## src/rtl/fillscreen_engine.sv

```systemverilog
// Full-frame sweep: emits every (x,y) of the framebuffer once, column-major,
// with colour taken from the low bits of the column index.
module fillscreen_engine #(
  parameter int unsigned WIDTH  = 160,
  parameter int unsigned HEIGHT = 120,
  parameter int unsigned X_BITS = 8,
  parameter int unsigned Y_BITS = 7
) (
  input  logic              clk,
  input  logic              rst_n,
  input  logic              start,
  output logic              done,
  output logic [X_BITS-1:0] vga_x,
  output logic [Y_BITS-1:0] vga_y,
  output logic [2:0]        vga_colour,
  output logic              vga_plot
);

  typedef enum logic [1:0] {
    IDLE,
    FILL,
    DONE
  } state_t;

  localparam logic [X_BITS-1:0] X_LAST = X_BITS'(WIDTH - 1);
  localparam logic [Y_BITS-1:0] Y_LAST = Y_BITS'(HEIGHT - 1);

  state_t            state_q, state_d;
  logic [X_BITS-1:0] x_q, x_d;
  logic [Y_BITS-1:0] y_q, y_d;
  logic              plot_q, plot_d;
  logic              done_q, done_d;

  logic last_x;
  logic last_y;

  assign last_x = (x_q == X_LAST);
  assign last_y = (y_q == Y_LAST);

  always_comb begin
    state_d = state_q;
    x_d     = x_q;
    y_d     = y_q;
    unique case (state_q)
      IDLE: begin
        if (start) begin
          state_d = FILL;
          x_d     = '0;
          y_d     = '0;
        end
      end
      FILL: begin
        // start is deliberately ignored: a frame always completes
        if (last_y) begin
          y_d = '0;
          if (last_x) begin
            state_d = DONE;
            x_d     = '0;
          end else begin
            x_d = x_q + X_BITS'(1);
          end
        end else begin
          y_d = y_q + Y_BITS'(1);
        end
      end
      DONE: begin
        if (!start) state_d = IDLE;
      end
      default: state_d = IDLE;
    endcase
    plot_d = (state_d == FILL);
    done_d = (state_d == DONE);
  end

  always_ff @(posedge clk or negedge rst_n) begin
    if (!rst_n) begin
      state_q <= IDLE;
      x_q     <= '0;
      y_q     <= '0;
      plot_q  <= 1'b0;
      done_q  <= 1'b0;
    end else begin
      state_q <= state_d;
      x_q     <= x_d;
      y_q     <= y_d;
      plot_q  <= plot_d;
      done_q  <= done_d;
    end
  end

  assign done       = done_q;
  assign vga_plot   = plot_q;
  assign vga_x      = x_q;
  assign vga_y      = y_q;
  assign vga_colour = x_q[2:0];

endmodule

```

## config.mk

```make
export PLATFORM = sky130hd
export DESIGN_NAME = fillscreen_engine
export DESIGN_NICKNAME = d
export VERILOG_FILES = /design/src/rtl/fillscreen_engine.sv
export SDC_FILE = /design/constraint.sdc
export NUM_CORES = 1
export LEC_CHECK = 0
export BUFFER_PORTS_ARGS = -buffer_cell sky130_fd_sc_hd__buf_4
export CORE_UTILIZATION = 37
export CTS_CLUSTER_DIAMETER = 50
export DETAILED_ROUTE_END_ITERATION = 10
export GPL_TIMING_DRIVEN = 0
export HOLD_SLACK_MARGIN = 0.06
export SETUP_SLACK_MARGIN = 0.05
export SKIP_CTS_REPAIR_TIMING = 1
export SLEW_MARGIN = 10
export SYNTH_ARGS = -nofsm -noshare
export SYNTH_HDL_FRONTEND = slang
export SYNTH_SLANG_ARGS = --single-unit
```

## constraint.sdc

```tcl
create_clock -name clk -period 2.07 [get_ports clk]
set_clock_uncertainty 0.15 [all_clocks]
set_input_delay 0.414 -clock clk [delete_from_list [all_inputs] [get_ports clk]]
set_output_delay 0.414 -clock clk [all_outputs]
set_load 0.005 [all_outputs]
```

======== After elaboration in Yosys (flattened, before gate mapping) ========
Index checks and enable logic that the tools add are counted.
storage, ports and cells
  logic and storage cells ................. 31
  register bits ........................... 19
  input bits .............................. 3
  output and inout port bits .............. 20
cells by class
  muxes and demuxes ....................... 12
  eq/ne operators ......................... 8
  $add $sub $neg .......................... 2
  reduce and logical (&&, ||, !) cells .... 4
operator list
  cell                                                                   number
  8-bit 2-to-1 mux                                                       3
  8-bit one-hot mux with 2 select lines                                  1
  7-bit 2-to-1 mux                                                       2
  7-bit one-hot mux with 2 select lines                                  1
  8-bit by 1-bit adder with 8-bit output, second input constant          1
  8-bit equality test, second input constant                             1
  2-bit 2-to-1 mux                                                       4
  7-bit by 1-bit adder with 7-bit output, second input constant          1
  7-bit equality test, second input constant                             1
  2-bit one-hot mux with 3 select lines                                  1
  2-bit by 1-bit equality test with 1-bit output, second input constant  2
  2-bit equality test, second input constant                             2
  2-bit inequality test, second input constant                           2
  3-bit AND reduction                                                    1
  2-bit logical NOT                                                      1
  2-bit AND reduction                                                    1
  2-bit nonzero test                                                     1

======== Depth between registers and ports, before layout ========
  word-level depth ........................ 5
  depth in mapped cells ................... 6
  gate-level depth less buffers ........... 5

======== Worst setup path after synthesis ========
No wires, ideal clock.
  path kind ............................... register to register
  from .................................... register y_q[0], in the netlist vga_y[0]
  to ...................................... register y_q[5], in the netlist vga_y[5]
  setup slack ............................. 0.259 ns
  required time ........................... 1.838 ns
  arrival ................................. 1.579 ns
  period minus slack after synthesis ...... 1.811 ns
  library setup time ...................... 0.082 ns
  path buffers ............................ 1
  stages on the path, launching flop included .. 7
  cell sequence ........................... dfrtp_1 -> ha_1 -> and4_1 -> buf_2 -> a31o_4 -> a31o_2 -> a31oi_1
on the way
  cells in the longest elaborated chain, start to end .. 3
  elaborated cells on any way between the ends .. 4
  those cells by class .................... 1 x add/sub; 1 x eq/ne; 2 x mux
RTL lines
  item                                                                           RTL line  source
  from (decl)                                                                    30        logic [Y_BITS-1:0] y_q, y_d;
  from (signal assigned)                                                         85        y_q <= y_d;
  7-bit by 1-bit adder with 7-bit output or 7-bit equality test (tied branches)  63, 38
  7-bit 2-to-1 mux (*)                                                           54        if (last_y) begin
  7-bit one-hot mux with 2 select lines (*)                                      44        unique case (state_q)
Every way passes the cells marked *; elsewhere a longest branch is shown, timed or not.
A chain may end at the register's enable or synchronous reset.

======== Worst setup path after layout ========
Same ends and word-level chain as after synthesis.

==> impl_results.html <==
<table>
<tr><th>Metric</th><th>Value</th></tr>
<tr><th colspan="2">Worst setup path</th></tr>
<tr><td>CP endpoint kind</td><td>flip-flop</td></tr>
<tr><td>Critical Setup Path Class</td><td>reg -&gt; reg</td></tr>
<tr><td>Endpoint required time on the critical path</td><td>2.15 ns</td></tr>
<tr><td>Arrival @ worst endpoint</td><td>2.00 ns</td></tr>
<tr><td>Peak fanout along the critical path</td><td>8</td></tr>
<tr><td>Crit path launch type</td><td>flip-flop</td></tr>
<tr><td>Worst setup startpoint</td><td>vga_y[0]$_DFFE_PN0P_</td></tr>
<tr><td>Critical register-to-register path startpoint</td><td>vga_y[0]$_DFFE_PN0P_</td></tr>
<tr><th colspan="2">Power and ir drop</th></tr>
<tr><td>PwrDens</td><td>479 nW/µm²</td></tr>
<tr><td>Total power draw</td><td>0.000609 W</td></tr>
<tr><td>Sw Pwr</td><td>0.000139 W</td></tr>
<tr><td>Clock network power share</td><td>31.3%</td></tr>
<tr><td>Seq pwr share</td><td>62.7%</td></tr>
<tr><td>Proportion of total power due to net switching</td><td>22.8%</td></tr>
<tr><td>Power share of the combinational group</td><td>6.0%</td></tr>
<tr><td>Leakage component of the power</td><td>0.601 nW</td></tr>
<tr><td>Worst voltage drop across the vdd grid</td><td>0.377 mV</td></tr>
<tr><td>Internal power</td><td>0.000470 W</td></tr>
<tr><th colspan="2">Floorplanning</th></tr>
<tr><td>Initial Utilization</td><td>40.3%</td></tr>
<tr><td>Die Span Y</td><td>54.6 µm</td></tr>
<tr><td>Standard cell core area</td><td>2540 µm²</td></tr>
<tr><td>Site Rows</td><td>18</td></tr>
<tr><td>Top Ports</td><td>23</td></tr>
<tr><td>Die area</td><td>2980 µm²</td></tr>
<tr><td>DIE WIDTH</td><td>54.6 µm</td></tr>
<tr><th colspan="2">STA</th></tr>
<tr><td>Setup repair after global routing missed its margin</td><td>true</td></tr>
<tr><td>Slew at the pin with the worst max-slew slack</td><td>0.459 ns</td></tr>
<tr><td>Final critical-path required period</td><td>1.92 ns</td></tr>
<tr><td>Final number of max-transition violations</td><td>0</td></tr>
<tr><td>Timing-limited maximum frequency</td><td>521 MHz</td></tr>
<tr><td>Number of failing setup endpoints in the final timing report</td><td>0</td></tr>
<tr><td>Period utilization</td><td>92.7%</td></tr>
<tr><td>Setup TNS</td><td>0 ns</td></tr>
<tr><td>Tightest slew margin relative to the limit</td><td>69.3%</td></tr>
<tr><td>Worst path setup slack after routing</td><td>0.151 ns</td></tr>
<tr><td>Final hold violation count</td><td>0</td></tr>
<tr><th colspan="2">Route</th></tr>
<tr><td>Avg Vias per Cell</td><td>5.57</td></tr>
<tr><td>Final WL</td><td>2270 µm</td></tr>
<tr><td>Via count</td><td>874</td></tr>
<tr><td>Drt first-iter violations</td><td>11</td></tr>
<tr><td>Drt drc</td><td>0</td></tr>
<tr><td>DR pass1 iterations</td><td>4</td></tr>
<tr><td>Wirelength per Cell</td><td>14.4 µm</td></tr>
<tr><td>Number of nets still failing antenna checks after routing</td><td>0</td></tr>
<tr><th colspan="2">CTS</th></tr>
<tr><td>Maximum number of buffers from clock root to sink</td><td>2</td></tr>
<tr><td>Clock tree from TritonCTS</td><td>yes</td></tr>
<tr><td>Insertion delay to the later sink of the worst-skew pair</td><td>0.30 ns</td></tr>
<tr><td>CTS Sinks</td><td>19</td></tr>
<tr><td>Clock Pin Slew Worst Setup and Hold Paths</td><td>0.11 ns</td></tr>
<tr><td>TritonCTS buffer count</td><td>3</td></tr>
<tr><td>Root buffer cell</td><td>clkbuf_4</td></tr>
<tr><td>H-tree depth</td><td>1</td></tr>
<tr><th colspan="2">Global route</th></tr>
<tr><td>Total routing resource utilization after global routing</td><td>17.0%</td></tr>
<tr><td>Global-route wire length before repair</td><td>3500 µm</td></tr>
<tr><td>GRT overflow</td><td>0</td></tr>
<tr><td>Vias in the first global route</td><td>751</td></tr>
<tr><td>Antenna violations before repair</td><td>0</td></tr>
<tr><td>Maximum number of pins on one net before global-route repair</td><td>20</td></tr>
<tr><th colspan="2">Flow run</th></tr>
<tr><td>Max Cap Viol</td><td>0</td></tr>
<tr><th colspan="2">Final layout</th></tr>
<tr><td>Utilization of the core after routing</td><td>50.0%</td></tr>
<tr><td>Area growth from synthesis to final layout</td><td>24.1%</td></tr>
<tr><td>Storage cell area</td><td>475 µm²</td></tr>
<tr><td>Fin nets</td><td>133</td></tr>
<tr><td>Antenna cells</td><td>0</td></tr>
<tr><td>Multi-input gate area</td><td>505 µm²</td></tr>
<tr><td>Layout cell share with drive strength beyond 1</td><td>30.7%</td></tr>
<tr><td>Fill cell total of the finished layout</td><td>244</td></tr>
<tr><th colspan="2">Logic synthesis</th></tr>
<tr><td>Number of distinct library cells after synthesis</td><td>39</td></tr>
<tr><td>Main area contributors after synthesis</td><td>dfrtp_1 (46%), o21ai_0 (5.4%), a22o_1 (4.3%)</td></tr>
<tr><td>Area fraction of the dominant cell type after synthesis</td><td>46.4%</td></tr>
<tr><td>Post-Synthesis Cells</td><td>100</td></tr>
<tr><td>Most repeated cell in the gate-level netlist after synthesis</td><td>dfrtp_1</td></tr>
<tr><td>Net count after synthesis</td><td>105</td></tr>
<tr><td>Register area share after synthesis</td><td>46.4%</td></tr>
<tr><td>Count of warnings emitted by yosys</td><td>0</td></tr>
<tr><td>Post-synthesis cell type with the largest combined area</td><td>dfrtp_1</td></tr>
<tr><td>Main flop type after synthesis</td><td>dfrtp_1</td></tr>
<tr><td>Number of enable flip-flop cells after synthesis</td><td>0</td></tr>
<tr><td>Flip-flop and latch count after synthesis</td><td>19</td></tr>
<tr><td>Post-synthesis async set-or-reset flop share</td><td>100%</td></tr>
<tr><td>List of most frequent post-synthesis cells</td><td>dfrtp_1 (19), o21ai_0 (11), nor2_1 (7)</td></tr>
<tr><td>Cell area after technology mapping</td><td>1020 µm²</td></tr>
<tr><td>Synthesized area divided by synthesized cell count</td><td>10.2 µm²</td></tr>
<tr><th colspan="2">Outcome</th></tr>
<tr><td>Run status</td><td>finished clean</td></tr>
<tr><th colspan="2">Worst hold path</th></tr>
<tr><td>Worst hold path class</td><td>in -&gt; reg</td></tr>
<tr><td>Hold Path Origin</td><td>start</td></tr>
<tr><th colspan="2">Place</th></tr>
<tr><td>Count of input and output buffers</td><td>22</td></tr>
<tr><td>Pre-CTS setup slack</td><td>0.140 ns</td></tr>
<tr><td>RePlAce Congestion</td><td>0.718</td></tr>
<tr><td>Detailed-placement wirelength estimate</td><td>1570 µm</td></tr>
</table>
## final timing paths
kind	slack, ns	end	depth (start not counted)
min	0.27	done$_DFF_PN0_	3
max reg2reg	0.15	vga_y[5]$_DFFE_PN0P_	6
min in group asynchronous	0.37	vga_y[3]$_DFFE_PN0P_	2
max in group asynchronous	1.20	vga_x[7]$_DFFE_PN0P_	2
min reg2reg	0.39	vga_y[5]$_DFFE_PN0P_	1
max	0.15	vga_y[5]$_DFFE_PN0P_	6
## stage by stage
stage / hold WS [ns] / instance area, µm² / instances
after floorplan: -0.0316 / 1020 / 100
after CTS: -0.178 / 1250 / 156
after global routing: 0.305 / 1270 / 157
after detailed placement: 0.157 / 1230 / 152
after global placement: 0.153 / 1230 / 152
final: 0.265 / 1270 / 157
## state kept, by name, summed over array words and instances, names as in the netlist
register  count
vga_plot      1
state_q       2
done          1
vga_y         7
vga_x         8
## layout by cell type, fill, tap and decap left out, types with 2 or more instances in the layout
cell / synthesis / final
a21o_1: 2 / 2
a21oi_1: 4 / 4
a22o_1: 5 / 5
and3_1: 5 / 5
and4_1: 2 / 2
buf_4: 3 / 25
clkbuf_4: 0 / 3
dfrtp_1: 19 / 19
ha_1: 2 / 2
inv_1: 2 / 2
nand2_1: 3 / 3
nand2b_1: 2 / 2
nand3_1: 5 / 5
nand3b_1: 2 / 2
nor2_1: 7 / 7
nor2b_1: 2 / 2
nor3_1: 2 / 2
o21ai_0: 11 / 11
## area by class of cell
type / instances / area share, %
inverter: 2 / 0.591
buffer: 6 / 3.44
tap: 30 / 2.95
clock buffer: 4 / 2.07
sequential: 19 / 37.4
multi-input combinational: 73 / 39.8
timing repair buffer: 23 / 13.8
## kinds of logic (layout without fill, tap and decap cells)
family | Yosys count | after routing | synth area share [%]
xor gates and xnor gates | 1 | 1 | 0.855
buffers and inverters | 8 | 35 | 5.01
and+or+nand+nor | 38 | 38 | 22.5
muxes | 2 | 2 | 2.08
DFF | 19 | 19 | 46.4
AOI/OAI and AO/OA | 30 | 30 | 20.8
adders and majority gates | 2 | 2 | 2.44
## critical path, cell delays in order, from the launching register on
cell     delay (ns)
dfrtp_1        0.43
ha_1           0.26
and4_1         0.20
buf_2          0.17
a31o_4         0.28
a31o_2         0.21
a31oi_1        0.15
## routing by layer
metal | global-route usage (%) | wire, µm
met1 | 24.4 | 1130
met2 | 24.1 | 1020
met3 | 2.50 | 82
met4 | 8.97 | 34
met5 | 0 | 0
## power groups by stage
stage | clock (W) | sequential [W] | combinational [W]
2_1_floorplan | 0 | 0.000388 | 0.0000121
3_3_place_gp | 0 | 0.000388 | 0.0000352
3_5_place_dp | 0 | 0.000389 | 0.0000357
4_1_cts | 0.000198 | 0.000382 | 0.0000359
5_1_grt | 0.000212 | 0.000383 | 0.0000402
6_report | 0.000191 | 0.000382 | 0.0000363
Power figures use the tool's default switching activity.
